$ cat config.mk
export PLATFORM = sky130hd
export DESIGN_NAME = mem_port_arbiter_flat
export DESIGN_NICKNAME = d
export VERILOG_FILES = /design/src/rtl/mem_arb_pkg.sv /design/src/rtl/mem_port_arbiter_if.sv /design/src/rtl/mem_rr_arbiter.sv /design/src/rtl/mem_port_arbiter.sv /design/src/flat_wrapper.sv
export SDC_FILE = /design/constraint.sdc
export NUM_CORES = 1
export LEC_CHECK = 0
export CORE_ASPECT_RATIO = 2
export CORE_MARGIN = 2
export CORE_UTILIZATION = 28
export CTS_BUF_LIST = sky130_fd_sc_hd__clkbuf_4 sky130_fd_sc_hd__clkbuf_8
export CTS_CLUSTER_DIAMETER = 100
export DETAILED_ROUTE_END_ITERATION = 6
export PLACE_DENSITY = 0.54
export SYNTH_ARGS = -nofsm -noshare
export SYNTH_HDL_FRONTEND = slang
export SYNTH_HIERARCHICAL = 1
export SYNTH_SLANG_ARGS = --single-unit
$ cat constraint.sdc
create_clock -name ph1 -period 3.5 [get_ports ph1]
set_clock_uncertainty 0.1 [all_clocks]
set_input_delay 0.7 -clock ph1 [delete_from_list [all_inputs] [get_ports ph1]]
set_output_delay 0.7 -clock ph1 [all_outputs]
set_load 0.01 [all_outputs]
$ cat src/rtl/mem_arb_pkg.sv
// mem_arb_pkg: shared types and constants for the two-port memory arbiter.
//   state_e    - sequencer states (IDLE, XFER, DONE)
//   SIZE_*     - transaction size encoding
//   GNT_*      - port identifiers used for grant and last-grant tracking
//   WORD_BYTES - byte accesses per word transaction
package mem_arb_pkg;

    typedef enum logic [1:0] {
        IDLE,
        XFER,
        DONE
    } state_e;

    localparam logic SIZE_BYTE = 1'b0;
    localparam logic SIZE_WORD = 1'b1;

    localparam logic GNT_A = 1'b0;
    localparam logic GNT_B = 1'b1;

    localparam int unsigned WORD_BYTES = 4;

endpackage

$ cat src/rtl/mem_port_arbiter_if.sv
// mem_port_arbiter_if: bundles the two requester ports, the completion/status
// outputs and the byte-wide memory pins.
//   slave  - arbiter side: takes requests and MemData, drives acks, rdata,
//            busy and the memory strobes/address/write byte.
//   master - environment side (requesters plus memory), the mirror image.
interface mem_port_arbiter_if;
    logic        a_req;
    logic        a_we;
    logic        a_size;
    logic [7:0]  a_addr;
    logic [31:0] a_wdata;
    logic        b_req;
    logic        b_we;
    logic        b_size;
    logic [7:0]  b_addr;
    logic [31:0] b_wdata;
    logic        a_ack;
    logic        b_ack;
    logic [31:0] rdata;
    logic        busy;
    logic        MemRead;
    logic        MemWrite;
    logic [7:0]  Address;
    logic [7:0]  Write_data;
    logic [7:0]  MemData;

    modport slave (
        input  a_req, a_we, a_size, a_addr, a_wdata,
        input  b_req, b_we, b_size, b_addr, b_wdata,
        input  MemData,
        output a_ack, b_ack, rdata, busy,
        output MemRead, MemWrite, Address, Write_data
    );

    modport master (
        output a_req, a_we, a_size, a_addr, a_wdata,
        output b_req, b_we, b_size, b_addr, b_wdata,
        output MemData,
        input  a_ack, b_ack, rdata, busy,
        input  MemRead, MemWrite, Address, Write_data
    );
endinterface

$ cat src/rtl/mem_rr_arbiter.sv
// mem_rr_arbiter: 2-way round-robin arbiter.
//   ph1    - clock
//   reset  - asynchronous active-high reset (last grant returns to B)
//   req    - request vector, bit 0 = port A, bit 1 = port B
//   update - strobe: record the current grant as the last grant
//   gnt    - one-hot grant, all-zero when nothing requests
module mem_rr_arbiter
    import mem_arb_pkg::*;
(
    input  logic       ph1,
    input  logic       reset,
    input  logic [1:0] req,
    input  logic       update,
    output logic [1:0] gnt
);

    logic last_q;

    always_comb begin
        gnt = 2'b00;
        unique case (req)
            2'b01:   gnt = 2'b01;
            2'b10:   gnt = 2'b10;
            // Tie goes to whichever port was not served last.
            2'b11:   gnt = (last_q == GNT_B) ? 2'b01 : 2'b10;
            default: gnt = 2'b00;
        endcase
    end

    always_ff @(posedge ph1 or posedge reset) begin
        if (reset) begin
            last_q <= GNT_B;
        end else if (update && (gnt != 2'b00)) begin
            last_q <= gnt[1] ? GNT_B : GNT_A;
        end
    end

endmodule

$ cat src/rtl/mem_port_arbiter.sv
// mem_port_arbiter: grants a single-port byte-wide memory to port A or B and
// sequences each byte or big-endian word transaction as byte accesses.
//   ph1   - clock, all state updates on its rising edge
//   reset - asynchronous active-high reset
//   bus   - requester ports, ack/rdata/busy and memory pins (slave modport)
module mem_port_arbiter
    import mem_arb_pkg::*;
(
    input logic              ph1,
    input logic              reset,
    mem_port_arbiter_if.slave bus
);

    state_e      state_q, state_d;
    logic [1:0]  k_q;
    logic        gnt_q;
    logic        we_q;
    logic        size_q;
    logic [7:0]  addr_q;
    logic [31:0] wdata_q;
    logic [31:0] sh_q;
    logic [31:0] rdata_q;

    logic [1:0]  req;
    logic [1:0]  gnt_oh;
    logic        grant_now;
    logic [1:0]  last_k;
    logic [31:0] sh_next;

    assign req       = {bus.b_req, bus.a_req};
    assign grant_now = (state_q == IDLE) && (req != 2'b00);
    assign last_k    = (size_q == SIZE_WORD) ? 2'(WORD_BYTES - 1) : 2'd0;
    assign sh_next   = {sh_q[23:0], bus.MemData};

    mem_rr_arbiter u_rr (
        .ph1    (ph1),
        .reset  (reset),
        .req    (req),
        .update (grant_now),
        .gnt    (gnt_oh)
    );

    always_comb begin
        state_d = state_q;
        unique case (state_q)
            IDLE:    if (req != 2'b00) state_d = XFER;
            XFER:    if (k_q == last_k) state_d = DONE;
            DONE:    state_d = IDLE;
            default: state_d = IDLE;
        endcase
    end

    always_ff @(posedge ph1 or posedge reset) begin
        if (reset) begin
            state_q <= IDLE;
            k_q     <= 2'd0;
            gnt_q   <= GNT_A;
            we_q    <= 1'b0;
            size_q  <= SIZE_BYTE;
            addr_q  <= 8'd0;
            wdata_q <= 32'd0;
            sh_q    <= 32'd0;
            rdata_q <= 32'd0;
        end else begin
            state_q <= state_d;
            if (grant_now) begin
                gnt_q   <= gnt_oh[0] ? GNT_A : GNT_B;
                we_q    <= gnt_oh[0] ? bus.a_we    : bus.b_we;
                size_q  <= gnt_oh[0] ? bus.a_size  : bus.b_size;
                addr_q  <= gnt_oh[0] ? bus.a_addr  : bus.b_addr;
                wdata_q <= gnt_oh[0] ? bus.a_wdata : bus.b_wdata;
                k_q     <= 2'd0;
                sh_q    <= 32'd0;
            end else if (state_q == XFER) begin
                k_q  <= k_q + 2'd1;
                sh_q <= sh_next;
                // Capture includes the byte arriving on this same edge.
                if ((k_q == last_k) && !we_q) begin
                    rdata_q <= sh_next;
                end
            end
        end
    end

    always_comb begin
        bus.MemRead    = 1'b0;
        bus.MemWrite   = 1'b0;
        bus.Address    = 8'd0;
        bus.Write_data = 8'd0;
        if (state_q == XFER) begin
            bus.MemRead  = !we_q;
            bus.MemWrite = we_q;
            bus.Address  = addr_q + {6'd0, k_q};
            if (size_q == SIZE_WORD) begin
                // Big-endian: first access carries the most significant byte.
                unique case (k_q)
                    2'd0:    bus.Write_data = wdata_q[31:24];
                    2'd1:    bus.Write_data = wdata_q[23:16];
                    2'd2:    bus.Write_data = wdata_q[15:8];
                    default: bus.Write_data = wdata_q[7:0];
                endcase
            end else begin
                bus.Write_data = wdata_q[7:0];
            end
        end
    end

    assign bus.busy  = (state_q != IDLE);
    assign bus.a_ack = (state_q == DONE) && (gnt_q == GNT_A);
    assign bus.b_ack = (state_q == DONE) && (gnt_q == GNT_B);
    assign bus.rdata = rdata_q;

endmodule

$ cat src/flat_wrapper.sv
// flat-port wrapper written by rule: the top's interface ports become plain ports
module mem_port_arbiter_flat import mem_arb_pkg::*;
  (ph1, reset, bus_a_req, bus_a_we, bus_a_size, bus_a_addr, bus_a_wdata, bus_b_req, bus_b_we, bus_b_size, bus_b_addr, bus_b_wdata, bus_MemData, bus_a_ack, bus_b_ack, bus_rdata, bus_busy, bus_MemRead, bus_MemWrite, bus_Address, bus_Write_data);
  mem_port_arbiter_if bus_i ();
  input logic ph1;
  input logic reset;
  input wire logic [$bits(bus_i.a_req)-1:0] bus_a_req;
  input wire logic [$bits(bus_i.a_we)-1:0] bus_a_we;
  input wire logic [$bits(bus_i.a_size)-1:0] bus_a_size;
  input wire logic [$bits(bus_i.a_addr)-1:0] bus_a_addr;
  input wire logic [$bits(bus_i.a_wdata)-1:0] bus_a_wdata;
  input wire logic [$bits(bus_i.b_req)-1:0] bus_b_req;
  input wire logic [$bits(bus_i.b_we)-1:0] bus_b_we;
  input wire logic [$bits(bus_i.b_size)-1:0] bus_b_size;
  input wire logic [$bits(bus_i.b_addr)-1:0] bus_b_addr;
  input wire logic [$bits(bus_i.b_wdata)-1:0] bus_b_wdata;
  input wire logic [$bits(bus_i.MemData)-1:0] bus_MemData;
  output wire logic [$bits(bus_i.a_ack)-1:0] bus_a_ack;
  output wire logic [$bits(bus_i.b_ack)-1:0] bus_b_ack;
  output wire logic [$bits(bus_i.rdata)-1:0] bus_rdata;
  output wire logic [$bits(bus_i.busy)-1:0] bus_busy;
  output wire logic [$bits(bus_i.MemRead)-1:0] bus_MemRead;
  output wire logic [$bits(bus_i.MemWrite)-1:0] bus_MemWrite;
  output wire logic [$bits(bus_i.Address)-1:0] bus_Address;
  output wire logic [$bits(bus_i.Write_data)-1:0] bus_Write_data;
  assign bus_i.a_req = bus_a_req;
  assign bus_i.a_we = bus_a_we;
  assign bus_i.a_size = bus_a_size;
  assign bus_i.a_addr = bus_a_addr;
  assign bus_i.a_wdata = bus_a_wdata;
  assign bus_i.b_req = bus_b_req;
  assign bus_i.b_we = bus_b_we;
  assign bus_i.b_size = bus_b_size;
  assign bus_i.b_addr = bus_b_addr;
  assign bus_i.b_wdata = bus_b_wdata;
  assign bus_i.MemData = bus_MemData;
  assign bus_a_ack = bus_i.a_ack;
  assign bus_b_ack = bus_i.b_ack;
  assign bus_rdata = bus_i.rdata;
  assign bus_busy = bus_i.busy;
  assign bus_MemRead = bus_i.MemRead;
  assign bus_MemWrite = bus_i.MemWrite;
  assign bus_Address = bus_i.Address;
  assign bus_Write_data = bus_i.Write_data;
  mem_port_arbiter u_core (.ph1(ph1), .reset(reset), .bus(bus_i));
endmodule
==> flow_metrics.py <==
metrics = {
    "yosys": {
        "synthesis.area_um2": 4900,
        "ys.warnings.count": 6,
        "syn_inst": 458,
        "postSynthNetCount": 561,
        "avgSynthCellArea_um2": 10.7,
    },
    "critical_path": {
        "worst-path-max-fanout": 8,
        "crit_type": "reg2out",
        "required_ns": 2.70,
        "start_kind": "flip-flop",
        "arrival_ns": 2.59,
        "endpoint_kind": "primary output",
    },
    "sta": {
        "relSlewSlack_pct": 27.4,
        "post-route-period-util_pct": 96.8,
        "rsz0062_at_grt": "no",
        "clock.fmax_mhz": 295,
        "hold_viol": 0,
        "setup_tns_ns": 0,
        "worstMarginPinSlew_ns": 1.08,
        "finalSetupViolations": 0,
        "finalHoldWorstSlack_ns": 0.400,
        "slew_viol_final": 0,
        "min_period_ns": 3.39,
    },
    "clock_network": {
        "clock-root-buffer": "clkbuf_8",
        "cts_resized": 0,
        "cts_max_level": 3,
        "clockBufferDepth": 2,
        "clk_latency_ns": 0.38,
        "holdBufCountCts": 0,
        "cts_tree": "built",
        "clkSinkCount": 104,
        "cts_buffers": 9,
        "clkSlewWorstSetupHoldPaths_ns": 0.11,
        "post_cts_buffers": 0,
    },
    "placement": {
        "io_buffer_count": 148,
        "dp_hpwl_um": 10500,
        "gp_congestion": 0.785,
    },
    "floorplan": {
        "pin_count": 149,
        "die_width_um": 97.6,
        "initial_core_util_pct": 28.5,
        "num_rows": 68,
        "fp.dieH_um": 191,
        "core_region_area_um2": 17200,
        "die-area_um2": 18700,
    },
    "power": {
        "power_w": 0.00548,
        "cellPowerDensity_nw_per_um2": 808,
        "power.leakage_nw": 2.85,
        "irDropWorstVdd_mv": 0.375,
    },
    "global_routing": {
        "gr-total-overflow": 0,
        "grt_use_total_pct": 14.7,
        "grt.met1_usage_pct": 14.6,
        "antenna_found_initial": 0,
        "top_usage_layer": "met2",
        "met2_usage_pct": 29.2,
        "grt_pass1_wl_um": 21400,
        "grt_max_degree": 46,
        "grt_pass1_vias": 4115,
        "grtUsageMet3_pct": 2.34,
    },
    "drt": {
        "wl_per_cell_um": 17.0,
        "drt-vias-per-instance": 4.91,
        "antenna_left": 0,
        "vias": 3965,
        "routed_wirelength_um": 13800,
        "drt_iter0_drc": 114,
        "drtPass1Iterations": 6,
        "drc": 0,
    },
    "final_layout": {
        "fin_nets": 696,
        "layout_common_cells": "148 x clkdlybuf4s50_1, 103 x dfrtp_1, 66 x o21ai_0, 49 x nand2_1, 48 x o21ai_1",
        "regArea_um2": 2600,
        "layout_commonest_cell": "clkdlybuf4s50_1",
        "multi_input_comb_area_um2": 2080,
        "area_growth_pct": 38.4,
        "final_layout_size_suffix_gt1_share_pct": 11.2,
        "antenna_cells": 0,
        "fillCellCount": 1698,
    },
    "status": {
        "status": "finished clean",
    },
    "job": {
        "drv_cap": 0,
    },
    "min_path": {
        "hold_path.class": "reg2reg",
    },
}
-- state kept, by name, summed over array words and instances (netlist names) --
register            cells
u_core/size_q           1
u_core/sh_q            24
u_core/u_rr/last_q      1
u_core/gnt_q            1
u_core/state_q          2
u_core/addr_q           8
u_core/bus.rdata       32
u_core/we_q             1
u_core/wdata_q         32
u_core/k_q              2
-- report_power, final --
| part | switching (W) | internal (W) |
|---|---|---|
| Sequential | 0.000393 | 0.00173 |
| Combinational | 0.00130 | 0.00126 |
| Clock | 0.000450 | 0.000349 |
-- routing by layer --
layer	up-vias	part of all wire (%)
li1	1893	-
met1	1914	34
met2	135	59
met3	23	3.9
met4	0	3.4
met5	-	0
-- area by class of cell --
cell class              instances  area share (%)
multi-input cells             308            30.6
flip-flops and latches        104            38.4
well taps                     210            3.87
repair buffers                161            23.5
clock inverters                 7            1.27
clock buffers                   9            1.83
inverters                       9           0.627
-- stage by stage --
step / area, µm² / instances / util [%] / setup slack, ns
finish: 6790 / 808 / 39.5 / 0.113
global placement: 6580 / 792 / 38.3 / 0.575
CTS: 6790 / 808 / 39.5 / 0.133
detailed placement: 6580 / 792 / 38.3 / 0.586
floorplan: 4910 / 458 / - / 1.16
global route: 6790 / 808 / 39.5 / 0.0243
-- final timing paths --
check                                                 start                               end  slack [ns]  cells past startpoint
worst max-delay path              u_core/k_q[1]$_DFFE_PP0P_                 bus_Write_data[6]        0.11                      5
max in group asynchronous                             reset    u_core/wdata_q[10]$_DFFE_PP0P_        1.77                      3
min in group asynchronous                             reset    u_core/u_rr/last_q$_DFFE_PP1P_        0.62                      2
worst min register to register  u_core/sh_q[16]$_DFFE_PP0P_  u_core/bus.rdata[24]$_DFFE_PP0P_        0.40                      1
worst max register to register    u_core/k_q[1]$_DFFE_PP0P_  u_core/bus.rdata[21]$_DFFE_PP0P_        1.26                      3
worst min-delay path            u_core/sh_q[16]$_DFFE_PP0P_  u_core/bus.rdata[24]$_DFFE_PP0P_        0.40                      1
-- worst max-delay path: stages (launching register included) --
cell and delay (ns):
dfrtp_1 0.51, inv_1 0.12, ha_1 0.31, a222oi_1 0.56, a211oi_1 0.19, clkdlybuf4s50_1 0.53
Note: power is estimated with default switching activity, not from simulation.
